===== src/rtl/lsu_pkg.sv =====
// lsu_pkg
//   Shared definitions for the load/store unit:
//   - funct3 size/sign encodings
//   - FSM state enum
//   - lane-select, load-extension, store-merge and legality helpers
//   Imported by lsu_lane_align and lsu_ctrl.
package lsu_pkg;

  localparam logic [2:0] F3_B  = 3'b000;
  localparam logic [2:0] F3_H  = 3'b001;
  localparam logic [2:0] F3_W  = 3'b010;
  localparam logic [2:0] F3_BU = 3'b100;
  localparam logic [2:0] F3_HU = 3'b101;

  typedef enum logic [2:0] {
    S_IDLE,
    S_RD_SETUP,
    S_RD_STB,
    S_RD_CAP,
    S_WR_SETUP,
    S_WR_STB,
    S_RESP
  } state_t;

  function automatic logic [7:0] sel_byte(input logic [31:0] w, input logic [1:0] off);
    logic [7:0] b;
    case (off)
      2'd0:    b = w[7:0];
      2'd1:    b = w[15:8];
      2'd2:    b = w[23:16];
      default: b = w[31:24];
    endcase
    return b;
  endfunction

  function automatic logic [15:0] sel_half(input logic [31:0] w, input logic hi);
    return hi ? w[31:16] : w[15:0];
  endfunction

  function automatic logic [31:0] load_extend(input logic [31:0] w, input logic [1:0] off,
                                              input logic [2:0] f3);
    logic [7:0]  b;
    logic [15:0] h;
    logic [31:0] r;
    b = sel_byte(w, off);
    h = sel_half(w, off[1]);
    case (f3)
      F3_B:    r = {{24{b[7]}}, b};
      F3_BU:   r = {24'd0, b};
      F3_H:    r = {{16{h[15]}}, h};
      F3_HU:   r = {16'd0, h};
      default: r = w;
    endcase
    return r;
  endfunction

  function automatic logic [31:0] store_merge(input logic [31:0] w, input logic [1:0] off,
                                              input logic [2:0] f3, input logic [15:0] wdata);
    logic [31:0] r;
    r = w;
    case (f3)
      F3_B: begin
        case (off)
          2'd0:    r[7:0]   = wdata[7:0];
          2'd1:    r[15:8]  = wdata[7:0];
          2'd2:    r[23:16] = wdata[7:0];
          default: r[31:24] = wdata[7:0];
        endcase
      end
      F3_H: begin
        if (off[1]) r[31:16] = wdata;
        else        r[15:0]  = wdata;
      end
      default: r = w;
    endcase
    return r;
  endfunction

  // Misaligned accesses, reserved encodings and unsigned stores are all rejected.
  function automatic logic req_illegal(input logic we, input logic [2:0] f3, input logic [1:0] off);
    logic bad;
    case (f3)
      F3_B:    bad = 1'b0;
      F3_BU:   bad = we;
      F3_H:    bad = off[0];
      F3_HU:   bad = we | off[0];
      F3_W:    bad = (off != 2'd0);
      default: bad = 1'b1;
    endcase
    return bad;
  endfunction

endpackage


===== src/rtl/lsu_ctrl_if.sv =====
// lsu_ctrl_if
//   Bundles the request/response handshake and the word-memory bus of the LSU.
//   master: the environment (execute stage plus data memory) driving requests
//           and read data.
//   slave : the LSU itself.
//   Signals: req_valid/req_ready/req_we/req_funct3/req_addr/req_wdata,
//            resp_valid/resp_rdata/resp_err,
//            mem_write/mem_writeBack/d_addr/dw_data/dr_data.
interface lsu_ctrl_if #(
  parameter int unsigned ADDR_W = 8
);
  logic              req_valid;
  logic              req_ready;
  logic              req_we;
  logic [2:0]        req_funct3;
  logic [31:0]       req_addr;
  logic [31:0]       req_wdata;
  logic              resp_valid;
  logic [31:0]       resp_rdata;
  logic              resp_err;
  logic              mem_write;
  logic              mem_writeBack;
  logic [ADDR_W-1:0] d_addr;
  logic [31:0]       dw_data;
  logic [31:0]       dr_data;

  modport master (
    output req_valid, req_we, req_funct3, req_addr, req_wdata, dr_data,
    input  req_ready, resp_valid, resp_rdata, resp_err,
           mem_write, mem_writeBack, d_addr, dw_data
  );

  modport slave (
    input  req_valid, req_we, req_funct3, req_addr, req_wdata, dr_data,
    output req_ready, resp_valid, resp_rdata, resp_err,
           mem_write, mem_writeBack, d_addr, dw_data
  );
endinterface


===== src/rtl/lsu_lane_align.sv =====
// lsu_lane_align
//   Combinational byte/half lane handling.
//   Ports:
//     rdata      in  32  word read from memory
//     offset     in  2   byte offset within the word
//     funct3     in  3   access size / signedness
//     wdata      in  16  low half of the store data (only bits used by SB/SH)
//     load_data  out 32  sign/zero-extended load result
//     merge_data out 32  read word with the store lane(s) replaced
module lsu_lane_align
  import lsu_pkg::*;
(
  input  logic [31:0] rdata,
  input  logic [1:0]  offset,
  input  logic [2:0]  funct3,
  input  logic [15:0] wdata,
  output logic [31:0] load_data,
  output logic [31:0] merge_data
);

  always_comb begin
    load_data  = load_extend(rdata, offset, funct3);
    merge_data = store_merge(rdata, offset, funct3, wdata);
  end

endmodule


===== src/rtl/lsu_ctrl.sv =====
// lsu_ctrl
//   Load/store unit between execute and a word-addressed data memory.
//   Converts one byte-addressed RISC-V load/store at a time into timed
//   read (mem_writeBack) and write (mem_write) strobes, with sign/zero
//   extension for loads and read-modify-write for SB/SH.
//   Ports:
//     clk   in  rising-edge clock
//     rst_n in  synchronous active-low reset
//     bus   lsu_ctrl_if.slave  request/response handshake and memory bus
//   All interface outputs are registered.
module lsu_ctrl
  import lsu_pkg::*;
#(
  parameter int unsigned ADDR_W = 8
) (
  input  logic           clk,
  input  logic           rst_n,
  lsu_ctrl_if.slave      bus
);

  state_t      state;
  logic [2:0]  f3_q;
  logic        we_q;
  logic [1:0]  off_q;
  logic [15:0] wdata_q;
  logic [31:0] load_data;
  logic [31:0] merge_data;

  // Address bits above the memory size are ignored so accesses wrap.
  logic addr_unused;
  assign addr_unused = ^bus.req_addr[31:ADDR_W+2];

  lsu_lane_align u_align (
    .rdata      (bus.dr_data),
    .offset     (off_q),
    .funct3     (f3_q),
    .wdata      (wdata_q),
    .load_data  (load_data),
    .merge_data (merge_data)
  );

  always_ff @(posedge clk) begin
    if (!rst_n) begin
      state             <= S_IDLE;
      f3_q              <= '0;
      we_q              <= 1'b0;
      off_q             <= '0;
      wdata_q           <= '0;
      bus.req_ready     <= 1'b1;
      bus.resp_valid    <= 1'b0;
      bus.resp_rdata    <= '0;
      bus.resp_err      <= 1'b0;
      bus.mem_write     <= 1'b0;
      bus.mem_writeBack <= 1'b0;
      bus.d_addr        <= '0;
      bus.dw_data       <= '0;
    end else begin
      case (state)
        S_IDLE: begin
          if (bus.req_valid) begin
            f3_q          <= bus.req_funct3;
            we_q          <= bus.req_we;
            off_q         <= bus.req_addr[1:0];
            wdata_q       <= bus.req_wdata[15:0];
            bus.d_addr    <= bus.req_addr[ADDR_W+1:2];
            bus.req_ready <= 1'b0;
            if (req_illegal(bus.req_we, bus.req_funct3, bus.req_addr[1:0])) begin
              bus.resp_valid <= 1'b1;
              bus.resp_err   <= 1'b1;
              bus.resp_rdata <= '0;
              state          <= S_RESP;
            end else if (!bus.req_we || bus.req_funct3 != F3_W) begin
              // Loads and sub-word stores both need the current word first.
              state <= S_RD_SETUP;
            end else begin
              bus.dw_data <= bus.req_wdata;
              state       <= S_WR_SETUP;
            end
          end
        end
        S_RD_SETUP: begin
          bus.mem_writeBack <= 1'b1;
          state             <= S_RD_STB;
        end
        S_RD_STB: begin
          bus.mem_writeBack <= 1'b0;
          state             <= S_RD_CAP;
        end
        S_RD_CAP: begin
          if (we_q) begin
            bus.dw_data <= merge_data;
            state       <= S_WR_SETUP;
          end else begin
            bus.resp_valid <= 1'b1;
            bus.resp_rdata <= load_data;
            state          <= S_RESP;
          end
        end
        S_WR_SETUP: begin
          bus.mem_write <= 1'b1;
          state         <= S_WR_STB;
        end
        S_WR_STB: begin
          bus.mem_write  <= 1'b0;
          bus.resp_valid <= 1'b1;
          bus.resp_rdata <= '0;
          state          <= S_RESP;
        end
        S_RESP: begin
          bus.resp_valid <= 1'b0;
          bus.resp_err   <= 1'b0;
          bus.resp_rdata <= '0;
          bus.req_ready  <= 1'b1;
          state          <= S_IDLE;
        end
        default: begin
          bus.mem_write     <= 1'b0;
          bus.mem_writeBack <= 1'b0;
          bus.resp_valid    <= 1'b0;
          bus.req_ready     <= 1'b1;
          state             <= S_IDLE;
        end
      endcase
    end
  end

endmodule

===== src/flat_wrapper.sv =====
// flat-port wrapper written by rule: the top's interface ports become plain ports
module lsu_ctrl_flat import lsu_pkg::*;
#(
  parameter int unsigned ADDR_W = 8
)
  (clk, rst_n, bus_req_valid, bus_req_we, bus_req_funct3, bus_req_addr, bus_req_wdata, bus_dr_data, bus_req_ready, bus_resp_valid, bus_resp_rdata, bus_resp_err, bus_mem_write, bus_mem_writeBack, bus_d_addr, bus_dw_data);
  lsu_ctrl_if #(.ADDR_W(ADDR_W)) bus_i ();
  input  logic clk;
  input  logic rst_n;
  input wire logic [$bits(bus_i.req_valid)-1:0] bus_req_valid;
  input wire logic [$bits(bus_i.req_we)-1:0] bus_req_we;
  input wire logic [$bits(bus_i.req_funct3)-1:0] bus_req_funct3;
  input wire logic [$bits(bus_i.req_addr)-1:0] bus_req_addr;
  input wire logic [$bits(bus_i.req_wdata)-1:0] bus_req_wdata;
  input wire logic [$bits(bus_i.dr_data)-1:0] bus_dr_data;
  output wire logic [$bits(bus_i.req_ready)-1:0] bus_req_ready;
  output wire logic [$bits(bus_i.resp_valid)-1:0] bus_resp_valid;
  output wire logic [$bits(bus_i.resp_rdata)-1:0] bus_resp_rdata;
  output wire logic [$bits(bus_i.resp_err)-1:0] bus_resp_err;
  output wire logic [$bits(bus_i.mem_write)-1:0] bus_mem_write;
  output wire logic [$bits(bus_i.mem_writeBack)-1:0] bus_mem_writeBack;
  output wire logic [$bits(bus_i.d_addr)-1:0] bus_d_addr;
  output wire logic [$bits(bus_i.dw_data)-1:0] bus_dw_data;
  assign bus_i.req_valid = bus_req_valid;
  assign bus_i.req_we = bus_req_we;
  assign bus_i.req_funct3 = bus_req_funct3;
  assign bus_i.req_addr = bus_req_addr;
  assign bus_i.req_wdata = bus_req_wdata;
  assign bus_i.dr_data = bus_dr_data;
  assign bus_req_ready = bus_i.req_ready;
  assign bus_resp_valid = bus_i.resp_valid;
  assign bus_resp_rdata = bus_i.resp_rdata;
  assign bus_resp_err = bus_i.resp_err;
  assign bus_mem_write = bus_i.mem_write;
  assign bus_mem_writeBack = bus_i.mem_writeBack;
  assign bus_d_addr = bus_i.d_addr;
  assign bus_dw_data = bus_i.dw_data;
  lsu_ctrl #(.ADDR_W(ADDR_W)) u_core (.clk(clk), .rst_n(rst_n), .bus(bus_i));
endmodule

===== config.mk =====
export PLATFORM = sky130hd
export DESIGN_NAME = lsu_ctrl_flat
export DESIGN_NICKNAME = d
export VERILOG_FILES = /design/src/rtl/lsu_pkg.sv /design/src/rtl/lsu_ctrl_if.sv /design/src/rtl/lsu_lane_align.sv /design/src/rtl/lsu_ctrl.sv /design/src/flat_wrapper.sv
export SDC_FILE = /design/constraint.sdc
export NUM_CORES = 1
export LEC_CHECK = 0
export CAP_MARGIN = 10
export CORE_MARGIN = 3
export CORE_UTILIZATION = 55
export CTS_BUF_LIST = sky130_fd_sc_hd__clkbuf_16
export CTS_CLUSTER_SIZE = 28
export DETAILED_ROUTE_END_ITERATION = 6
export DONT_BUFFER_PORTS = 1
export PLACE_DENSITY = 0.7
export SLEW_MARGIN = 20
export SYNTH_ARGS = -nofsm -noshare
export SYNTH_HDL_FRONTEND = slang
export SYNTH_HIERARCHICAL = 1
export SYNTH_SLANG_ARGS = --single-unit

===== constraint.sdc =====
create_clock -name clk -period 2 [get_ports clk]
set_input_delay 0.1 -clock clk [delete_from_list [all_inputs] [get_ports clk]]
set_output_delay 0.1 -clock clk [all_outputs]
set_load 0.02 [all_outputs]

; ---- Word level (Yosys, flattened, before mapping)
; Index checks and enable logic that the tools add are counted.
; Widths: inputs -> output; s select.
[op_classes]
muxes = 37
reduce_logical = 22
eq_ne = 22
bitwise = 3
[ops]
columns = op, count
row1 = $mux 32, 7
row2 = $pmux 32 s2, 2
row3 = $pmux 32 s4, 1
row4 = $pmux 32 s3, 1
row5 = $mux 16, 3
row6 = $mux 8, 4
row7 = $pmux 8 s3, 1
row8 = $eq 3x3->1 const B, 7
row9 = $pmux 3 s6, 1
row10 = $reduce_or 5->1, 3
row11 = $eq 3x1->1 const B, 3
row12 = $eq 3x2->1 const B, 3
row13 = $logic_not 3->1, 3
row14 = $mux 3, 3
row15 = $ne 2x2->1 const B, 4
row16 = $pmux 1 s2, 4
row17 = $reduce_and 4->1, 2
row18 = $mux 1, 7
row19 = $reduce_bool 2->1, 3
row20 = $reduce_or 3->1, 2
row21 = $pmux 1 s5, 1
row22 = $reduce_and 5->1, 1
row23 = $ne 2x1->1 const B, 2
row24 = $pmux 1 s4, 1
row25 = other kinds (13), 15
[totals]
elab_cells = 97
register_bits = 102
input_bits = 103
out_inout_bits = 77

; ---- Logic depth before layout (Yosys ltp)
; Gate-level depths: netlist (run 1).
[logic_depth]
word_depth = 8
depth_mapped = 8
mapped_depth_nobuf = 6

; ---- Cells and area by module
; The synthesis (run 1) kept the hierarchy.
[by_module_without_submodules]
columns = module, seq_area_each_um2, instances, cells_per_inst, area_each_um2
row1 = lsu_ctrl, 2042.0, 1, 510, 4564.4
row2 = lsu_lane_align, 0.0, 1, 240, 1686.6

; ---- Worst setup path before layout (run 1)
; OpenSTA, ideal clock, no wires.
[synth_path]
kind = register to register
startpoint = register u_core.f3_q[1]
endpoint = register u_core/bus.dw_data[11] (netlist name)
arrival_time_ns = 1.670
stages_incl_launch_ff = 9
setup_ns = 0.131
synth_period_minus_slack_ns = 1.801
required_ns = 1.869
path_buffers = 2
slack_ns = 0.199
path_cell_list = dfxtp_1 > buf_4 > buf_4 > or4_1 > a21oi_1 > a211oi_1 > mux2_2 > nand2_1 > mux2i_1
[synth_via]
elab_chain_cells = 4
word_cells_on_any_way = 5
[synth_lines]
columns = item, line
row1 = start: declaration, lsu_ctrl.sv:22  ; logic [2:0] f3_q;
row2 = start signal: assignment, lsu_ctrl.sv:61  ; f3_q <= bus.req_funct3;
row3 = $eq 3x1->1 or $logic_not 3->1 (tied branches), lsu_pkg.sv:61  ; case (f3)
row4 = $pmux 32 s2 (*), lsu_pkg.sv:61
row5 = via u_core.merge_data[11], lsu_ctrl.sv:27  ; logic [31:0] merge_data;
row6 = $mux 32 (*), lsu_ctrl.sv:90  ; if (we_q) begin
row7 = $pmux 32 s2 (*), lsu_ctrl.sv:58  ; case (state)
row8 = end signal: assignment, lsu_ctrl.sv:76  ; bus.dw_data <= bus.req_wdata;
row9 = end signal: assignment, lsu_ctrl.sv:91  ; bus.dw_data <= merge_data;
row10 = end: declaration, lsu_ctrl_if.sv:36  ; mem_write, mem_writeBack, d_addr, dw_data
; The timed path passes the listed nets; every way through them passes the cells marked *. The select of a mux whose other input is x is not followed.
; A chain may end at the register's enable or synchronous reset.

; ---- Worst setup path in the final report (run 1)
[layout_path]
startpoint = register u_core.state[2]
endpoint = register u_core.we_q
[layout_via]
elab_chain_cells = 2
[layout_lines]
columns = item, line
row1 = start: declaration, lsu_ctrl.sv:21  ; state_t state;
row2 = start signal: assignment, lsu_ctrl.sv:44  ; state <= S_IDLE;
row3 = start signal: assignment, lsu_ctrl.sv:71  ; state <= S_RESP;
row4 = start signal: assignment, lsu_ctrl.sv:74  ; state <= S_RD_SETUP;
row5 = $logic_not 3->1, lsu_ctrl.sv:58
row6 = $reduce_and 2->1 (no source line), -
row7 = end signal: assignment, lsu_ctrl.sv:62  ; we_q <= bus.req_we;
row8 = end: declaration, lsu_ctrl.sv:23  ; logic we_q;
; Every way passes these cells.

==> results of run 1 <==
## how the worst max path moves through the flow
| stage | from | slack (ns) | depth (start not counted) | end |
|---|---|---|---|---|
| after floorplan | u_core/f3_q[1]$_SDFFE_PN0P_ | 0.20 | 8 | u_core/bus.dw_data[11]$_SDFFE_PN0P_ |
| after global placement | u_core/f3_q[1]$_SDFFE_PN0P_ | 0.009 | 7 | u_core/bus.dw_data[31]$_SDFFE_PN0P_ |
| after detailed placement | u_core/f3_q[1]$_SDFFE_PN0P_ | -0.01 | 7 | u_core/bus.dw_data[31]$_SDFFE_PN0P_ |
| after CTS | u_core/f3_q[1]$_SDFFE_PN0P_ | 0.01 | 6 | u_core/bus.resp_rdata[2]$_SDFFE_PN0P_ |
| after global routing | u_core/state[2]$_SDFFE_PN0N_ | -0.07 | 5 | u_core/we_q$_SDFFE_PN0P_ |
| final | u_core/state[2]$_SDFFE_PN0N_ | 0.03 | 5 | u_core/we_q$_SDFFE_PN0P_ |
## cell families (layout without fill, tap and decap cells)
kind of cell	Yosys count	after routing	share of synthesized area
compound gates	204	204	0.234
buf+inv	79	118	0.0590
flops	102	102	0.327
mux	93	93	0.174
simple gates	272	272	0.206
## metrics by stage
step,total power (uW),setup WS (ns),instance area (sq um),utilization
6_report,5780,0.0337,7390,0.673
5_1_grt,6050,-0.0709,7390,0.673
4_1_cts,5730,0.0107,7340,0.668
3_5_place_dp,3840,-0.0100,6460,0.588
3_3_place_gp,3810,0.00947,6460,0.588
2_1_floorplan,3470,0.199,6250,-
## worst reg2reg max path: stages, from the launching register on
cell and delay (ns):
dfxtp_1 0.38, nor4b_4 0.41, buf_12 0.23, nand2_1 0.09
a21boi_0 0.21, dlygate4sd3_1 0.58
## metal layers
metal | up-vias | track usage
met4 | 0 | 0.110
met2 | 233 | 0.463
met1 | 2798 | 0.389
met3 | 36 | 0.0825
li1 | 2783 | -
met5 | - | 0
## power breakdown
part           total [uW]  switching, uW  internal (uW)
combinational        1650            870            782
clock                1740            781            961
sequential           2390            236           2150
total                5780           1890           3890
## Yosys cell counts, types with 2 or more instances
master and n:
clkbuf_1 35, a31oi_1 17, a221oi_1 3, inv_1 11
nand4_1 2, o211a_1 2, nand3_1 43, dfxtp_1 102
buf_4 4, a32oi_2 2, nor2b_1 21, mux2_2 51
o211ai_1 14, a211oi_1 6, a22oi_1 43, a21boi_1 8
a311oi_1 7, a21boi_0 55, buf_1 2, nand2b_1 8
nand2_1 147, buf_6 4, or4_1 5, mux4_2 7
o21ai_0 16, a21oi_1 19, nor2_1 24, nor3_1 2
mux2i_1 34, o22ai_1 6, buf_2 22, nand3b_1 3
## registers in the layout, summed over array words and instances (netlist names)
name,count
u_core/bus.resp_rdata,32
u_core/f3_q,3
u_core/off_q,2
u_core/bus.mem_writeBack,1
u_core/bus.dw_data,32
u_core/we_q,1
u_core/bus.resp_err,1
u_core/state,3
u_core/bus.mem_write,1
u_core/bus.req_ready,1
u_core/wdata_q,16
u_core/bus.d_addr,8
u_core/bus.resp_valid,1
## area by class of cell
type / count / share of cell area
Multi-Input combinational cell: 569 / 0.524
Sequential cell: 102 / 0.277
Timing Repair Buffer: 89 / 0.128
Clock buffer: 9 / 0.0305
Tap cell: 140 / 0.0237
Clock inverter: 7 / 0.00880
Inverter: 12 / 0.00660
Timing Repair inverter: 1 / 0.00102
## placed cells by master (no fill, tap or decap), types with 3 or more instances in the layout
master,n
mux4_2,7
o21ai_0,15
a21oi_1,18
nand3_1,43
a311oi_1,7
dlygate4sd3_1,56
a31oi_1,17
buf_12,9
clkbuf_16,9
mux2i_1,34
or4_1,5
nand3b_1,3
a22oi_1,43
a21boi_1,8
clkinv_2,4
nand2b_1,8
dfxtp_2,4
a221oi_1,3
nor2_1,23
mux2_2,51
dfxtp_1,97
buf_4,21
nor2b_1,21
inv_1,10
clkinvlp_4,4
o22ai_1,6
o211ai_1,14
a211oi_1,6
nand2_1,146
a21boi_0,55
## what timing repair did
item                       CTS  global route
hold endpoints to repair   102             0
gates cloned                 0             1
gates resized for setup      1            15
setup endpoints to repair    2            58
hold buffers                57             0
==> metrics.md, run 1 <==
| Metric | Value |
|---|---|
| Asr flop ratio synth | 0 |
| Routed length on met1 | 8160 um |
| Number of synthesized flops with an enable pin | 0 |
| Synth Register Bits | 102 |
| # port buffers | 0 |
| R2R Path End | u_core/we_q$_SDFFE_PN0P_ |
| Ports | 180 |
| Synthesized area per cell | 8.33 sq um |
| DR pass1 iterations | 6 |
| Mean routed wirelength per cell | 20.8 um |
| Hold Path End | u_core/state[0]$_SDFFE_PN0N_ |
| P&R area growth vs syn | 18.2% |
| WL met2 | 8940 um |
| Core area | 11000 sq um |
| Worst path cell trace | nor4b_4 -> buf_12 -> nand2_1 -> a21boi_0 -> dlygate4sd3_1 |
| Antenna violations before repair | 0 |
| Crit path DAT | 2.26 ns |
| # rows | 38 |
| Fmax | 509 MHz |
| Routability Congestion | 0.915 |
| Largest net degree at the start of global routing | 110 |
| Slowest CP cell | dlygate4sd3_1 |
| Worst Path Buf+Inv | 2 |
| Tcrit/Tclk final | 0.983 |
| Status | finished, final reports clean |
| Num Clock Sinks | 102 |
| CTS tree | yes |
| WHS Path Cells | 3 |
| Net Count, Synth | 853 |
| DR WL met3 | 1700 um |
| Clock-pin slew on the worst setup and hold paths | 0.07 ns |
| Maximum vdd drop | 542 uV |
| Post-synthesis sequential area ratio | 0.327 |
| Post-synth top area share | 0.327 |
| Gr usage total | 0.296 |
| CTS Buf Count | 9 |
| Setup crit end kind | flip-flop |
| Dominant cells by area after synthesis | dfxtp_1 33%, mux2_2 9.2%, nand2_1 8.8% |
| Setup Viol. Count Final | 0 |
| Setup tns final | 0 ns |
| Setup CP Type | flip-flop to flip-flop |
| # H-tree levels | 3 |
| Die Footprint | 12700 sq um |
| Cell count of the worst reg-to-reg path | 5 |
| Ys flop type | dfxtp_1 |
| FF+latch area | 2050 sq um |
| CTS root buffer | clkbuf_16 |
| Syn Std Cell Area | 6250 sq um |
| Cell count after placement | 855 |
| Leak pwr | 0.00263 uW |
| Type of origin of the critical path | flip-flop |
| Top sig layer | met4 |
| Max Slew Vio Count | 0 |
| Postcts setup bufs | 0 |
| Die Wd | 113 um |
| Number of fill cells | 926 |
| ANT cells | 0 |
| Slew @ Worst Pin | 0.525 ns |
| Worst EP required | 2.29 ns |
| Relative slew slack | 0.649 |
| Kind of cell adding the most delay to the critical path | buffers and inverters |
| Multi-input logic area | 3870 sq um |
| CP Max Fanout | 32 |
| Die Y | 113 um |
| Antenna Nets Post-Route | 0 |
| Cells after synthesis | 750 |
| Min-Delay Path Class | primary input to flip-flop |
| HPWL after detailed placement | 13100 um |
| Max_cap viols | 0 |
| Hold_sp | bus_req_addr[0] |
| Hold Slack | 0.0209 ns |
| DRC Markers | 0 |
| Nets | 887 |
| Initial core utilization | 0.569 |
| Tmin final | 1.97 ns |
| R2r setup slk | 0.03 ns |
| Post-DR vias/cell | 6.30 |
| Drt total wl | 19300 um |
| GRT overflow | 0 |
| Final hold vios | 0 |
| Vias in the first global route | 5620 |
| Clk_lat worst skew | 0.35 ns |
| Yosys synthesis warning count | 6 |
| Vias post-DR | 5850 |
| Clock Skews | 0.00750 ns |
| Beginning of the worst register-to-register path | u_core/state[2]$_SDFFE_PN0N_ |
| DR iter-0 viols | 489 |
| Final Instance Count excl. Fillers | 929 |
| Delay of the slowest cell on the worst path | 0.58 ns |
| Leading area contributor after synthesis | dfxtp_1 |
| Netlist cell types | 57 |
| First-pass GRT wire length | 30300 um |
| Power Density | 782 nW/um^2 |
| Share of layout cells above drive strength 1 | 0.166 |
| Maximum clock path buffer count | 2 |
(Power assumes the default switching activity.)
==> run 2: changes to the inputs <==
--- a/config.mk
+++ b/config.mk
@@ -6,6 +6,7 @@
 export NUM_CORES = 1
 export LEC_CHECK = 0
 export CAP_MARGIN = 10
+export CORE_ASPECT_RATIO = 1.5
 export CORE_MARGIN = 3
 export CORE_UTILIZATION = 55
 export CTS_BUF_LIST = sky130_fd_sc_hd__clkbuf_16
@@ -13,6 +14,7 @@
 export DETAILED_ROUTE_END_ITERATION = 6
 export DONT_BUFFER_PORTS = 1
 export PLACE_DENSITY = 0.7
+export RECOVER_POWER = 50
 export SLEW_MARGIN = 20
 export SYNTH_ARGS = -nofsm -noshare
 export SYNTH_HDL_FRONTEND = slang
==> run 2 against run 1 <==
Compared with the run above:
- the run now ends with hold timing left
- critical path depth is 2 higher
- setup slack better by 0.024 ns
- sequential power about the same
- fmax rose by 1.3%
- die area is 0.21% higher
- global-route usage up 1.1 points
- power up 0.11%
- design area is 0.15% higher
- critical path type unchanged
- critical endpoint is now u_core/bus.dw_data[24]$_SDFFE_PN0P_
==> metrics.md, run 2 (synthesized netlist as in run 1, its figures left out) <==
| Metric | Value |
|---|---|
| Tcrit/Tclk final | 0.971 |
| Mean routed wirelength per cell | 21.6 um |
| Slew @ Worst Pin | 0.811 ns |
| Max_cap viols | 0 |
| First-pass GRT wire length | 30800 um |
| Min-Delay Path Class | primary input to flip-flop |
| Delay of the slowest cell on the worst path | 0.51 ns |
| Final Instance Count excl. Fillers | 941 |
| Fmax | 515 MHz |
| Area after DPL | 6410 sq um |
| Drt total wl | 20400 um |
| P&R area growth vs syn | 18.4% |
| GRT overflow | 0 |
| Die Wd | 93.0 um |
| Leak pwr | 0.00257 uW |
| Maximum clock path buffer count | 2 |
| Final hold vios | 77 |
| Num Clock Sinks | 102 |
| CTS Buf Count | 9 |
| Failing checks | hold timing |
| WHS Path Cells | 1 |
| Worst path cell trace | buf_4 -> or3b_1 -> a22oi_1 -> o21ai_0 -> mux2_2 -> nand2_1 -> mux2i_1 |
| Largest net degree at the start of global routing | 135 |
| Nets | 891 |
| Tmin final | 1.94 ns |
| # port buffers | 0 |
| Relative slew slack | 0.452 |
| Type of origin of the critical path | flip-flop |
| # H-tree levels | 3 |
| Gr usage total | 0.307 |
| Cell count of the worst reg-to-reg path | 7 |
| Worst Path Buf+Inv | 1 |
| CP Max Fanout | 7 |
| Die Footprint | 12700 sq um |
| Sw Ratio | 0.330 |
| Setup crit end kind | flip-flop |
| Post-DR vias/cell | 6.26 |
| Die Y | 137 um |
| Clock power frac | 0.316 |
| DR iter-0 viols | 448 |
| Clock-pin slew on the worst setup and hold paths | 0.08 ns |
| Core area | 11100 sq um |
| Share of layout cells above drive strength 1 | 0.165 |
| Routability Congestion | 0.977 |
| Crit path DAT | 2.18 ns |
| Setup Viol. Count Final | 0 |
| Cell count after placement | 860 |
| Most common cell after layout, fill and taps aside | nand2_1 |
| Antenna Nets Post-Route | 0 |
| CTS tree | yes |
| CP Depth | 7 |
| Top Registers | u_core/bus.dw_data x32, u_core/bus.resp_rdata x32, u_core/wdata_q x16 |
| Multi-input logic area | 3890 sq um |
| Ports | 180 |
| Commonest non-fill, non-tap cells in the layout | 146 x nand2_1, 97 x dfxtp_1, 61 x dlygate4sd3_1 |
| Clock Skews | 0.00654 ns |
| CTS root buffer | clkbuf_16 |
| HPWL after detailed placement | 13900 um |
| Slowest CP cell | or3b_1 |
| Status | finished with violations |
| Reg power frac | 0.409 |
| Final instance area | 7400 sq um |
| Clk_lat worst skew | 0.35 ns |
| Power Density | 782 nW/um^2 |
| Kind of cell adding the most delay to the critical path | simple AND/OR/NAND/NOR gates |
| Worst EP required | 2.24 ns |
| Antenna violations before repair | 1 |
| Setup CP Type | flip-flop to flip-flop |
| Max Slew Vio Count | 0 |
| DRC Markers | 0 |
| P_sw | 1910 uW |
| Comb pwr share | 0.275 |
| Int Pwr | 3880 uW |
| Vias in the first global route | 5669 |
| Initial core utilization | 0.565 |
| Vias post-DR | 5887 |
| FF+latch area | 2050 sq um |
| DR pass1 iterations | 5 |
| Maximum vdd drop | 601 uV |
| Number of fill cells | 959 |
| Hold Slack | -0.0996 ns |
| # rows | 47 |
[run 2: changes by cell type in the layout (fill, tap and decap cells not counted), sizes merged]
| cell | change |
|---|---|
| inv | +4 |
| clkbuf | +1 |
| clkinv | -2 |
| dlygate4sd3 | +5 |
| clkinvlp | -3 |
| buf | -1 |
| diode | +1 |
[run 2: final cells by class]
cell class | count | area share
clock buffers | 9 | 0.0304
clock inverters | 7 | 0.0110
flip-flops and latches | 102 | 0.277
multi-input cells | 569 | 0.525
repair buffers | 94 | 0.126
diodes | 1 | 0.000338
well taps | 147 | 0.0248
inverters | 12 | 0.00609
[run 2: final timing paths]
path,end,slack [ns],startpoint
setup / recovery,u_core/bus.dw_data[24]$_SDFFE_PN0P_,0.06,u_core/f3_q[1]$_SDFFE_PN0P_
hold / removal,u_core/bus.resp_rdata[26]$_SDFFE_PN0P_,-0.1,rst_n
setup reg to reg,u_core/bus.dw_data[24]$_SDFFE_PN0P_,0.06,u_core/f3_q[1]$_SDFFE_PN0P_
hold reg to reg,u_core/wdata_q[13]$_SDFFE_PN0P_,0.49,u_core/wdata_q[13]$_SDFFE_PN0P_
[run 2: per-stage QoR]
stage                     setup WS [ns]  utilization  setup TNS (ns)  power, uW
after detailed placement         0.0434        0.580               0       3810
final                            0.0581        0.670               0       5790
after floorplan                   0.199            -               0       3470
after global routing           -0.00303        0.670        -0.00303       6040
after CTS                       0.00804        0.655               0       5720
after global placement           -0.232        0.579          -0.872       3780
[run 2: repair_timing]
action,CTS,global route
setup endpoints to repair,0,39
hold buffers,53,8
endpoints found under the hold margin,102,88
buffers inserted,0,3
gates resized for setup,0,16
[run 2: routing by layer]
| layer | vias up | routed length (um) | share of wire | track usage |
|---|---|---|---|---|
| met3 | 62 | 1590 | 0.078 | 0.0787 |
| met1 | 2785 | 7590 | 0.37 | 0.353 |
| met5 | - | 0 | 0 | 0 |
| met4 | 0 | 969 | 0.048 | 0.143 |
| met2 | 257 | 10200 | 0.50 | 0.530 |
| li1 | 2783 | - | - | - |
[run 2: power groups by stage]
| stage | logic, uW | registers (uW) | clock network [uW] |
|---|---|---|---|
| after CTS | 1510 | 2360 | 1850 |
| final | 1590 | 2370 | 1830 |
| after detailed placement | 1400 | 2410 | 0 |
| after global placement | 1370 | 2400 | 0 |
| after global routing | 1730 | 2380 | 1930 |
| after floorplan | 1120 | 2350 | 0 |
==> run 3: changes to the inputs <==
--- a/config.mk
+++ b/config.mk
@@ -6,7 +6,7 @@
 export NUM_CORES = 1
 export LEC_CHECK = 0
 export CAP_MARGIN = 10
-export CORE_ASPECT_RATIO = 1.5
+export CORE_ASPECT_RATIO = 1.2
 export CORE_MARGIN = 3
 export CORE_UTILIZATION = 55
 export CTS_BUF_LIST = sky130_fd_sc_hd__clkbuf_16
==> run 3 against run 2 <==
Compared with the run above:
- the flow now finishes without violations
- setup slack lost 0.049 ns
- combinational power grew 4%
- non-clock buffer count shrank 9
- flip-flop and latch count is the same
- sequential share of layout area grew 0.18 points
- via count grew 0.85%
- sequential power is essentially flat
==> metrics.md, run 3 (synthesized netlist as in run 1, its figures left out) <==
| Metric | Value |
|---|---|
| Status | finished, final reports clean |
| Fmax | 502 MHz |
| Type of origin of the critical path | flip-flop |
| Min-Delay Path Class | primary input to flip-flop |
| P_sw | 1950 uW |
| CTS root buffer | clkbuf_16 |
| Antenna Nets Post-Route | 0 |
| Number of fill cells | 945 |
| Vias post-DR | 5937 |
| Initial core utilization | 0.564 |
| Final setup margin | 0.00897 ns |
| Vias in the first global route | 5638 |
| Design Power | 5720 uW |
| Mean routed wirelength per cell | 21.7 um |
| Maximum vdd drop | 476 uV |
| Multi-input logic area | 3910 sq um |
| DRC Markers | 0 |
| Setup CP Type | flip-flop to flip-flop |
| Post-DR vias/cell | 6.32 |
| Routability Congestion | 0.957 |
| P&R area growth vs syn | 17.9% |
| Place WS | -0.0290 ns |
| Tmin final | 1.99 ns |
| Reg power frac | 0.413 |
| Setup Viol. Count Final | 0 |
| Final instance area | 7370 sq um |
| Clock-pin slew on the worst setup and hold paths | 0.07 ns |
| Die Footprint | 12700 sq um |
| DR pass1 iterations | 6 |
| Max Slew Vio Count | 0 |
| Die Y | 123 um |
| Leak pwr | 0.00255 uW |
| Commonest non-fill, non-tap cells in the layout | 146 x nand2_1, 95 x dfxtp_1, 55 x a21boi_0 |
| Clock Skews | 0.0114 ns |
| RSZ-0062 raised after global routing | true |
| Tcrit/Tclk final | 0.996 |
| Most common cell after layout, fill and taps aside | nand2_1 |
| CTS tree | yes |
| Power Density | 776 nW/um^2 |
| Antenna violations before repair | 0 |
| Ports | 180 |
| Num Clock Sinks | 102 |
| Die Wd | 103 um |
| Area after DPL | 6460 sq um |
| Crit path DAT | 2.28 ns |
| Sw Ratio | 0.341 |
| Setup crit end kind | flip-flop |
| Maximum clock path buffer count | 2 |
| Top Registers | u_core/bus.dw_data x32, u_core/bus.resp_rdata x32, u_core/wdata_q x16 |
| Relative slew slack | 0.403 |
| Largest net degree at the start of global routing | 116 |
| Comb pwr share | 0.288 |
| Worst EP required | 2.29 ns |
| Final hold vios | 0 |
| CP Max Fanout | 9 |
| DR iter-0 viols | 313 |
| HPWL after detailed placement | 13600 um |
| Gr usage total | 0.317 |
| Clock power frac | 0.298 |
| Slew @ Worst Pin | 0.883 ns |
| GRT overflow | 0 |
| Share of layout cells above drive strength 1 | 0.179 |
| Max_cap viols | 0 |
| Core area | 11100 sq um |
| First-pass GRT wire length | 31200 um |
| Int Pwr | 3770 uW |
| # port buffers | 0 |
| # rows | 42 |
| FF+latch area | 2050 sq um |
| Hold Slack | 0.0554 ns |
| Nets | 882 |
| Setup tns final | 0 ns |
| Clk_lat worst skew | 0.35 ns |
| CTS Buf Count | 9 |
| # H-tree levels | 3 |
| Drt total wl | 20400 um |
[run 3: cell count changes in the layout (fill, tap and decap cells not counted), moves of 2 or more]
cell           before  now
a21oi_1            18   16
buf_12              5    7
buf_4              25   23
buf_6               1    3
clkinv_2            0    2
dfxtp_1            97   95
dlygate4sd3_1      61   51
o21ai_0            16   13
o21ai_1             0    3
[run 3: power groups by stage]
stage | Sequential (uW) | Clock [uW] | Combinational (uW)
after floorplan | 2350 | 0 | 1120
after global placement | 2400 | 0 | 1410
after detailed placement | 2410 | 0 | 1430
after CTS | 2360 | 1730 | 1560
after global routing | 2380 | 1820 | 1790
final | 2360 | 1710 | 1650
[run 3: cell type report]
type	instances	area share
multi-input cells	569	0.531
flip-flops and latches	102	0.279
repair buffers	85	0.120
clock buffers	9	0.0305
well taps	154	0.0261
clock inverters	7	0.00764
inverters	12	0.00611
diodes	1	0.000339
[run 3: timing repair]
action	4_1_cts	5_1_grt
hold buffers	52	0
hold endpoints to repair	102	0
resized for setup	2	27
setup buffers	0	1
pin swaps	0	3
setup endpoints to repair	5	37
[run 3: routing by layer]
metal  wire length (um)  vias to the layer above  share of wire  GRT usage
li1                   -                     2772              -          -
met1               8140                     2851           0.40      0.413
met2               9870                      277           0.48      0.510
met3               1810                       37          0.089     0.0716
met4                563                        0          0.028      0.117
met5                  0                        -              0          0
[run 3: final timing paths]
| check | from | to | slack [ns] | cells past startpoint |
|---|---|---|---|---|
| worst max register to register | u_core/state[0]$_SDFFE_PN0N_ | u_core/state[0]$_SDFFE_PN0N_ | 0.009 | 5 |
| worst min register to register | u_core/wdata_q[13]$_SDFFE_PN0P_ | u_core/wdata_q[13]$_SDFFE_PN0P_ | 0.50 | 2 |
| worst min-delay path | bus_dr_data[29] | u_core/bus.resp_rdata[29]$_SDFFE_PN0P_ | 0.06 | 4 |
| worst max-delay path | u_core/state[0]$_SDFFE_PN0N_ | u_core/state[0]$_SDFFE_PN0N_ | 0.009 | 5 |
[run 3: through the flow]
step	utilization	instances
after floorplan	-	750
after global placement	0.582	869
after detailed placement	0.582	869
after CTS	0.657	937
after global routing	0.665	938
final	0.665	939
[run 3: critical path: stages, from the launching register on]
cell and delay, ns:
dfxtp_2 0.35, buf_4 0.17, nand3b_1 0.15, dlygate4sd3_1 0.59
a21oi_2 0.13, dlygate4sd3_1 0.55
